## src/rtl/samsung_wl_input_sequencer_pkg.sv

```systemverilog
// Shared definitions for the ZID/CSC word-line input sequencer:
// ternary input codes and the sequencer state encoding.
package samsung_wl_input_sequencer_pkg;

    localparam logic [1:0] IN_ZERO = 2'b00;
    localparam logic [1:0] IN_POS  = 2'b01;
    localparam logic [1:0] IN_NEG  = 2'b11;
    localparam logic [1:0] IN_INV  = 2'b10;

    typedef enum logic [2:0] {
        ST_IDLE   = 3'd0,
        ST_LOAD   = 3'd1,
        ST_SETTLE = 3'd2,
        ST_SENSE  = 3'd3,
        ST_GAP    = 3'd4,
        ST_FIN    = 3'd5
    } state_e;

endpackage

```

## src/rtl/samsung_wl_input_sequencer_if.sv

```systemverilog
// Request and array-side bundle of the word-line input sequencer.
interface samsung_wl_input_sequencer_if #(
    parameter int VECTOR_SIZE = 64,
    parameter int LOG2_VS     = 7
);
    // start is a request taken only in a cycle where busy=0 and abort=0;
    // cnt_start, sense_enable and done are single-cycle pulses with no ready.
    logic                     start;
    logic                     abort;
    logic                     zid_enable;
    logic [LOG2_VS-1:0]       vector_size;
    logic [2*VECTOR_SIZE-1:0] in_vec;
    logic [VECTOR_SIZE-1:0]   wl1_is_vpass;
    logic [VECTOR_SIZE-1:0]   wl2_is_vpass;
    logic [LOG2_VS-1:0]       sel_idx;
    logic                     wl_drive_en;
    logic                     sense_enable;
    logic                     cnt_start;
    logic                     busy;
    logic                     done;
    logic                     enc_err;

    modport master (
        output start, abort, zid_enable, vector_size, in_vec,
        input  wl1_is_vpass, wl2_is_vpass, sel_idx, wl_drive_en,
               sense_enable, cnt_start, busy, done, enc_err
    );

    modport slave (
        input  start, abort, zid_enable, vector_size, in_vec,
        output wl1_is_vpass, wl2_is_vpass, sel_idx, wl_drive_en,
               sense_enable, cnt_start, busy, done, enc_err
    );

endinterface

```

## src/rtl/samsung_wl_input_sequencer_encoder.sv

```systemverilog
// Ternary element to word-line pair encoder: V1/V2 high means that word line
// is driven to Vpass, low means Vread.
module samsung_ternary_wl_encoder
    import samsung_wl_input_sequencer_pkg::*;
(
    input  logic [1:0] code_i,
    output logic       v1_o,
    output logic       v2_o,
    output logic       inv_o
);

    always_comb begin
        v1_o = 1'b0;
        v2_o = 1'b0;
        case (code_i)
            IN_POS:  v2_o = 1'b1;
            IN_NEG:  v1_o = 1'b1;
            default: ;
        endcase
    end

    assign inv_o = (code_i == IN_INV);

endmodule

```

## src/rtl/samsung_wl_input_sequencer.sv

```systemverilog
// Word-line input sequencer: latches an encoded ternary vector and walks the
// synapses, settling each word-line pair and strobing the sense amplifier.
module samsung_wl_input_sequencer
    import samsung_wl_input_sequencer_pkg::*;
#(
    parameter int VECTOR_SIZE   = 64,
    parameter int LOG2_VS       = 7,
    parameter int SETTLE_CYCLES = 2,
    parameter int SETTLE_W      = 4
) (
    input  logic                         clk,
    input  logic                         rst_n,
    samsung_wl_input_sequencer_if.slave  bus,
    output state_e                       state_o
);

    localparam int                  IDX_W       = (VECTOR_SIZE > 1) ? $clog2(VECTOR_SIZE) : 1;
    localparam logic [LOG2_VS-1:0]  VS_MAX      = LOG2_VS'(VECTOR_SIZE);
    localparam logic [SETTLE_W-1:0] SETTLE_LAST = SETTLE_W'(SETTLE_CYCLES - 1);

    state_e                 state_q;
    logic [LOG2_VS-1:0]     sel_q;
    logic [LOG2_VS-1:0]     s_eff_q;
    logic [SETTLE_W-1:0]    settle_q;
    logic                   zid_q;
    logic [VECTOR_SIZE-1:0] wl1_q;
    logic [VECTOR_SIZE-1:0] wl2_q;
    logic                   enc_err_q;
    logic                   busy_q;
    logic                   cnt_start_q;
    logic                   drive_q;
    logic                   sense_q;
    logic                   done_q;

    logic [LOG2_VS-1:0]     s_req;
    logic [VECTOR_SIZE-1:0] wl1_d;
    logic [VECTOR_SIZE-1:0] wl2_d;
    logic [VECTOR_SIZE-1:0] inv_d;
    logic [LOG2_VS-1:0]     nxt_idx;
    logic                   nxt_skip;
    logic                   seq_last;

    assign s_req = (bus.vector_size > VS_MAX) ? VS_MAX : bus.vector_size;

    // Elements beyond S are forced to Vpass on both lines so they stay transparent.
    for (genvar i = 0; i < VECTOR_SIZE; i++) begin : g_enc
        logic v1, v2, inv, in_range;
        samsung_ternary_wl_encoder u_enc (
            .code_i (bus.in_vec[2*i+1:2*i]),
            .v1_o   (v1),
            .v2_o   (v2),
            .inv_o  (inv)
        );
        assign in_range = (LOG2_VS'(i) < s_req);
        assign wl1_d[i] = in_range ? v1 : 1'b1;
        assign wl2_d[i] = in_range ? v2 : 1'b1;
        assign inv_d[i] = in_range & inv;
    end

    // LOAD and GAP share the "enter next synapse" decision; LOAD enters synapse 0.
    assign nxt_idx  = (state_q == ST_GAP) ? sel_q + 1'b1 : '0;
    assign nxt_skip = zid_q & ~wl1_q[nxt_idx[IDX_W-1:0]] & ~wl2_q[nxt_idx[IDX_W-1:0]];
    assign seq_last = (state_q == ST_LOAD) ? (s_eff_q == '0) : (sel_q == s_eff_q - 1'b1);

    always_ff @(posedge clk or negedge rst_n) begin
        if (!rst_n) begin
            state_q     <= ST_IDLE;
            sel_q       <= '0;
            s_eff_q     <= '0;
            settle_q    <= '0;
            zid_q       <= 1'b0;
            wl1_q       <= '0;
            wl2_q       <= '0;
            enc_err_q   <= 1'b0;
            busy_q      <= 1'b0;
            cnt_start_q <= 1'b0;
            drive_q     <= 1'b0;
            sense_q     <= 1'b0;
            done_q      <= 1'b0;
        end else begin
            cnt_start_q <= 1'b0;
            sense_q     <= 1'b0;
            done_q      <= 1'b0;
            if (bus.abort) begin
                state_q <= ST_IDLE;
                busy_q  <= 1'b0;
                drive_q <= 1'b0;
            end else begin
                case (state_q)
                    ST_IDLE: begin
                        if (bus.start) begin
                            state_q     <= ST_LOAD;
                            wl1_q       <= wl1_d;
                            wl2_q       <= wl2_d;
                            enc_err_q   <= |inv_d;
                            s_eff_q     <= s_req;
                            zid_q       <= bus.zid_enable;
                            sel_q       <= '0;
                            busy_q      <= 1'b1;
                            cnt_start_q <= 1'b1;
                        end
                    end
                    ST_LOAD, ST_GAP: begin
                        if (seq_last) begin
                            state_q <= ST_FIN;
                            busy_q  <= 1'b0;
                            done_q  <= 1'b1;
                        end else begin
                            sel_q <= nxt_idx;
                            if (nxt_skip) begin
                                state_q <= ST_SENSE;
                                sense_q <= 1'b1;
                            end else begin
                                state_q  <= ST_SETTLE;
                                settle_q <= SETTLE_LAST;
                                drive_q  <= 1'b1;
                            end
                        end
                    end
                    ST_SETTLE: begin
                        if (settle_q == '0) begin
                            state_q <= ST_SENSE;
                            sense_q <= 1'b1;
                        end else begin
                            settle_q <= settle_q - 1'b1;
                        end
                    end
                    ST_SENSE: begin
                        state_q <= ST_GAP;
                        drive_q <= 1'b0;
                    end
                    ST_FIN:  state_q <= ST_IDLE;
                    default: state_q <= ST_IDLE;
                endcase
            end
        end
    end

    assign bus.wl1_is_vpass = wl1_q;
    assign bus.wl2_is_vpass = wl2_q;
    assign bus.sel_idx      = sel_q;
    assign bus.wl_drive_en  = drive_q;
    assign bus.sense_enable = sense_q;
    assign bus.cnt_start    = cnt_start_q;
    assign bus.busy         = busy_q;
    assign bus.done         = done_q;
    assign bus.enc_err      = enc_err_q;
    assign state_o          = state_q;

endmodule

```

## src/flat_wrapper.sv

```systemverilog
// flat-port wrapper written by rule: the top's interface ports become plain ports
module samsung_wl_input_sequencer_flat import samsung_wl_input_sequencer_pkg::*;
#(
    parameter int VECTOR_SIZE   = 64,
    parameter int LOG2_VS       = 7,
    parameter int SETTLE_CYCLES = 2,
    parameter int SETTLE_W      = 4
)
  (clk, rst_n, state_o, bus_start, bus_abort, bus_zid_enable, bus_vector_size, bus_in_vec, bus_wl1_is_vpass, bus_wl2_is_vpass, bus_sel_idx, bus_wl_drive_en, bus_sense_enable, bus_cnt_start, bus_busy, bus_done, bus_enc_err);
  samsung_wl_input_sequencer_if #(.VECTOR_SIZE(VECTOR_SIZE), .LOG2_VS(LOG2_VS)) bus_i ();
  input  logic clk;
  input  logic rst_n;
  output state_e state_o;
  input wire logic [$bits(bus_i.start)-1:0] bus_start;
  input wire logic [$bits(bus_i.abort)-1:0] bus_abort;
  input wire logic [$bits(bus_i.zid_enable)-1:0] bus_zid_enable;
  input wire logic [$bits(bus_i.vector_size)-1:0] bus_vector_size;
  input wire logic [$bits(bus_i.in_vec)-1:0] bus_in_vec;
  output wire logic [$bits(bus_i.wl1_is_vpass)-1:0] bus_wl1_is_vpass;
  output wire logic [$bits(bus_i.wl2_is_vpass)-1:0] bus_wl2_is_vpass;
  output wire logic [$bits(bus_i.sel_idx)-1:0] bus_sel_idx;
  output wire logic [$bits(bus_i.wl_drive_en)-1:0] bus_wl_drive_en;
  output wire logic [$bits(bus_i.sense_enable)-1:0] bus_sense_enable;
  output wire logic [$bits(bus_i.cnt_start)-1:0] bus_cnt_start;
  output wire logic [$bits(bus_i.busy)-1:0] bus_busy;
  output wire logic [$bits(bus_i.done)-1:0] bus_done;
  output wire logic [$bits(bus_i.enc_err)-1:0] bus_enc_err;
  assign bus_i.start = bus_start;
  assign bus_i.abort = bus_abort;
  assign bus_i.zid_enable = bus_zid_enable;
  assign bus_i.vector_size = bus_vector_size;
  assign bus_i.in_vec = bus_in_vec;
  assign bus_wl1_is_vpass = bus_i.wl1_is_vpass;
  assign bus_wl2_is_vpass = bus_i.wl2_is_vpass;
  assign bus_sel_idx = bus_i.sel_idx;
  assign bus_wl_drive_en = bus_i.wl_drive_en;
  assign bus_sense_enable = bus_i.sense_enable;
  assign bus_cnt_start = bus_i.cnt_start;
  assign bus_busy = bus_i.busy;
  assign bus_done = bus_i.done;
  assign bus_enc_err = bus_i.enc_err;
  samsung_wl_input_sequencer #(.VECTOR_SIZE(VECTOR_SIZE), .LOG2_VS(LOG2_VS), .SETTLE_CYCLES(SETTLE_CYCLES), .SETTLE_W(SETTLE_W)) u_core (.clk(clk), .rst_n(rst_n), .bus(bus_i), .state_o(state_o));
endmodule
```

## config.mk

```make
export PLATFORM = sky130hd
export DESIGN_NAME = samsung_wl_input_sequencer_flat
export DESIGN_NICKNAME = d
export VERILOG_FILES = /design/src/rtl/samsung_wl_input_sequencer_pkg.sv /design/src/rtl/samsung_wl_input_sequencer_if.sv /design/src/rtl/samsung_wl_input_sequencer_encoder.sv /design/src/rtl/samsung_wl_input_sequencer.sv /design/src/flat_wrapper.sv
export SDC_FILE = /design/constraint.sdc
export NUM_CORES = 1
export LEC_CHECK = 0
export CAP_MARGIN = 10
export CORE_MARGIN = 2
export CORE_UTILIZATION = 49
export CTS_CLUSTER_DIAMETER = 40
export CTS_CLUSTER_SIZE = 14
export DETAILED_ROUTE_END_ITERATION = 10
export MAX_ROUTING_LAYER = met4
export PLACE_DENSITY = 0.92
export SYNTH_ARGS = -nofsm -noshare
export SYNTH_HDL_FRONTEND = slang
export SYNTH_HIERARCHICAL = 1
export SYNTH_SLANG_ARGS = --single-unit
```

## constraint.sdc

```tcl
create_clock -name clk -period 3.8 [get_ports clk]
set_input_delay 0.57 -clock clk [delete_from_list [all_inputs] [get_ports clk]]
set_output_delay 0.57 -clock clk [all_outputs]
set_load 0.02 [all_outputs]
```

==> reports/metrics.cfg <==
[setup_path]
cp.required_ps=4110
cp_cell_sequence=or4b_1 > o311ai_0 > o2111ai_1 > a221oi_2 > o22ai_2 > o21ai_2 > mux2_1
critPathTopFamily=compound AO/OA/AOI/OAI gates
critPathKind=reg2reg
cpMaxStageDelayCell=or4b_1
cp_num_buf_inv=0
worstSetupStartpointType=flip-flop
critPathCaptureType=flip-flop
crit_fanout=9
max_stage_delay_ps=830
cp.arrival_ps=3760

[clocking]
clock_path_buffers=2
numClockSinks=156
cts_setup_buffers=0
clockRootBuffer=clkbuf_16
h-tree-depth=4
cts_hold_buffers=0
clk_latency_ps=440
ctsResizeCount=0
cts_buffers=17
clk_pin_slew_ps=60
cts_tree=done

[placement]
port_buffers=283
gp_congestion=1.100
dp_hpwl_um=29960

[min_path]
hp-class=in2async

[finish]
multiInputGateArea_um2=5629
layout-drive-gt1-share_pct=14.34
layout.nets=1679
areaGrowthSynthToFinish_pct=39.57
regArea_um2=3904
n_fill_cell=1571

[synth]
synth.area.top_cells=dfrtp_1 (39%), nand2_1 (10%), o21ai_0 (8.4%)
ys_ff_latch=156
syn_area_um2=9935
synth-main-ff-cell=dfrtp_1
synth_cells=1252
netlist.area_leader.share_pct=39.29
synth_edf_count=0
yosysSeqAreaShare_pct=39.29
synth.distinct_cells=71
syn-mean-instance-area_um2=7.935
yosys.area.top_type=dfrtp_1
ys_warn_count=6
synthTopCellsByCount=nand2_1 (274), o21ai_0 (167), dfrtp_1 (156)
synth_fp_nets=1395
async_reset_ff_share_pct=100.0
synth.most_common_cell=nand2_1

[detailed_routing]
drc=0
num_vias=11030
ant_nets=0
routedWlPerCell_um=21.71
first_iter_violations=1380
vias_per_cell=6.062
routed_wl_um=39490
first_pass_iters=8

[sta]
setup_violations=0
min_period_over_period_pct=90.59
hold_viol=0
worst_pin_slew_ps=733.5
skew_ps=10.42
grt_setup_unrepaired=no
hold_slack_ps=99.05
finalCriticalPeriod_ps=3443
timing_max_transition_violations_final=0
timing.fmax_mhz=290.5
relSlewSlack_pct=51.10
setup_tns_ps=0

[die]
pin_count=284
fp.dieW_um=146.4
coreArea_um2=20040
die_area_um2=21430
rows=52
start_util_pct=49.58
die_h_um=146.4

[outcome]
status=completed

[flow_run]
maxCapViolCount=0

[power_and_ir_drop]
power_density_nw_per_um2=678.6
p_leak_nw=6.190
ir_drop_mv=0.4638

[global_route]
grt_pass1_vias=10640
antenna_found_initial=1
grt_use_total_pct=37.29
grt_pass1_wl_um=59560
grt_start_max_net_pins=80
globalRouteOverflowTotal=0

==> through the flow <==
step | setup WS, ps | utilization (%) | total power [mW] | cells | area (um2)
detailed placement | 210.6 | 66.02 | 7.474 | 1787 | 13230
global route | 293.4 | 69.19 | 9.822 | 1819 | 13870
floorplan | 929.1 | - | 5.168 | 1252 | 9935
CTS | 441.6 | 69.18 | 9.348 | 1818 | 13860
global placement | 259.4 | 66.02 | 7.325 | 1787 | 13230
finish | 357.4 | 69.19 | 9.409 | 1819 | 13870
==> worst reg2reg max path, stage by stage (launching register included) <==
cell       delay, ps
dfrtp_1          450
or4b_1           830
o311ai_0         590
o2111ai_1        340
a221oi_2         370
o22ai_2          210
o21ai_2          210
mux2_1           340
==> metal layers <==
metal  part of all wire (%)  track usage, %
met3                     11           7.406
met1                     36           44.63
met2                     48           59.72
met5                      0               -
met4                    5.8           19.95
==> final timing paths <==
kind / from / to / slack [ps] / depth (start not counted)
min: rst_n / u_core/bus.wl2_is_vpass[43] / 100 / 1
max in group asynchronous: rst_n / u_core/bus.wl2_is_vpass[1] / 2820 / 2
max: u_core/state_o[0] / u_core/settle_q[1] / 360 / 7
max reg2reg: u_core/state_o[0] / u_core/settle_q[1] / 360 / 7
min in group clk: u_core/bus.wl1_is_vpass[61] / u_core/bus.wl1_is_vpass[61] / 500 / 2
min reg2reg: u_core/bus.wl1_is_vpass[61] / u_core/bus.wl1_is_vpass[61] / 500 / 2
==> power by group <==
group	switching (mW)	internal (mW)	leakage, nW
clock network	0.705	1.15	0.309
registers	0.745	2.39	1.95
logic	2.42	2.00	3.93
total	3.87	5.54	6.19
==> cell type report <==
class                   instances  share of cell area (%)
multi-input cells             991                   40.60
flip-flops and latches        156                   28.15
repair buffers                329                   23.11
clock buffers                  21                   3.393
well taps                     270                   2.436
clock inverters                10                   1.182
inverters                      41                   1.110
diodes                          1                 0.01805
==> logic make-up after synthesis <==
kind of cell,after synthesis,synth area share (%)
muxes,8,0.8438
xor gates and xnor gates,13,1.146
DFF,156,39.29
and+or+nand+nor,644,34.63
adders and majority gates,5,0.5794
buffers and inverters,105,4.118
AOI/OAI and AO/OA,321,19.38
==> cells in the final DEF (no fill, tap or decap), types with 5 or more instances in the layout <==
cell	instances
xnor2_1	7
nor3_1	28
and2_2	64
o22a_1	13
nand2_1	273
mux2i_1	5
or3_1	10
nand2b_1	10
nor3b_1	6
clkdlybuf4s50_1	282
nor2b_1	72
a21o_1	6
and2_1	6
o2111ai_1	5
a21oi_1	50
nor2_1	69
a22oi_1	5
and2b_2	64
nand3b_1	5
dfrtp_1	156
inv_1	40
clkbuf_16	17
a211oi_1	12
o311ai_0	6
o22ai_1	12
a31oi_1	6
buf_4	44
or2_2	5
xor2_1	6
o21ai_0	167
o211ai_1	6
nor4_1	8
==> flip-flops by register name (all words and copies together) (netlist names), 3 cells and up <==
name / flops
u_core/bus.sel_idx: 7
u_core/bus.wl1_is_vpass: 64
u_core/bus.wl2_is_vpass: 64
u_core/s_eff_q: 7
u_core/settle_q: 4
u_core/state_o: 3
Note: power is estimated with default switching activity, not from simulation.
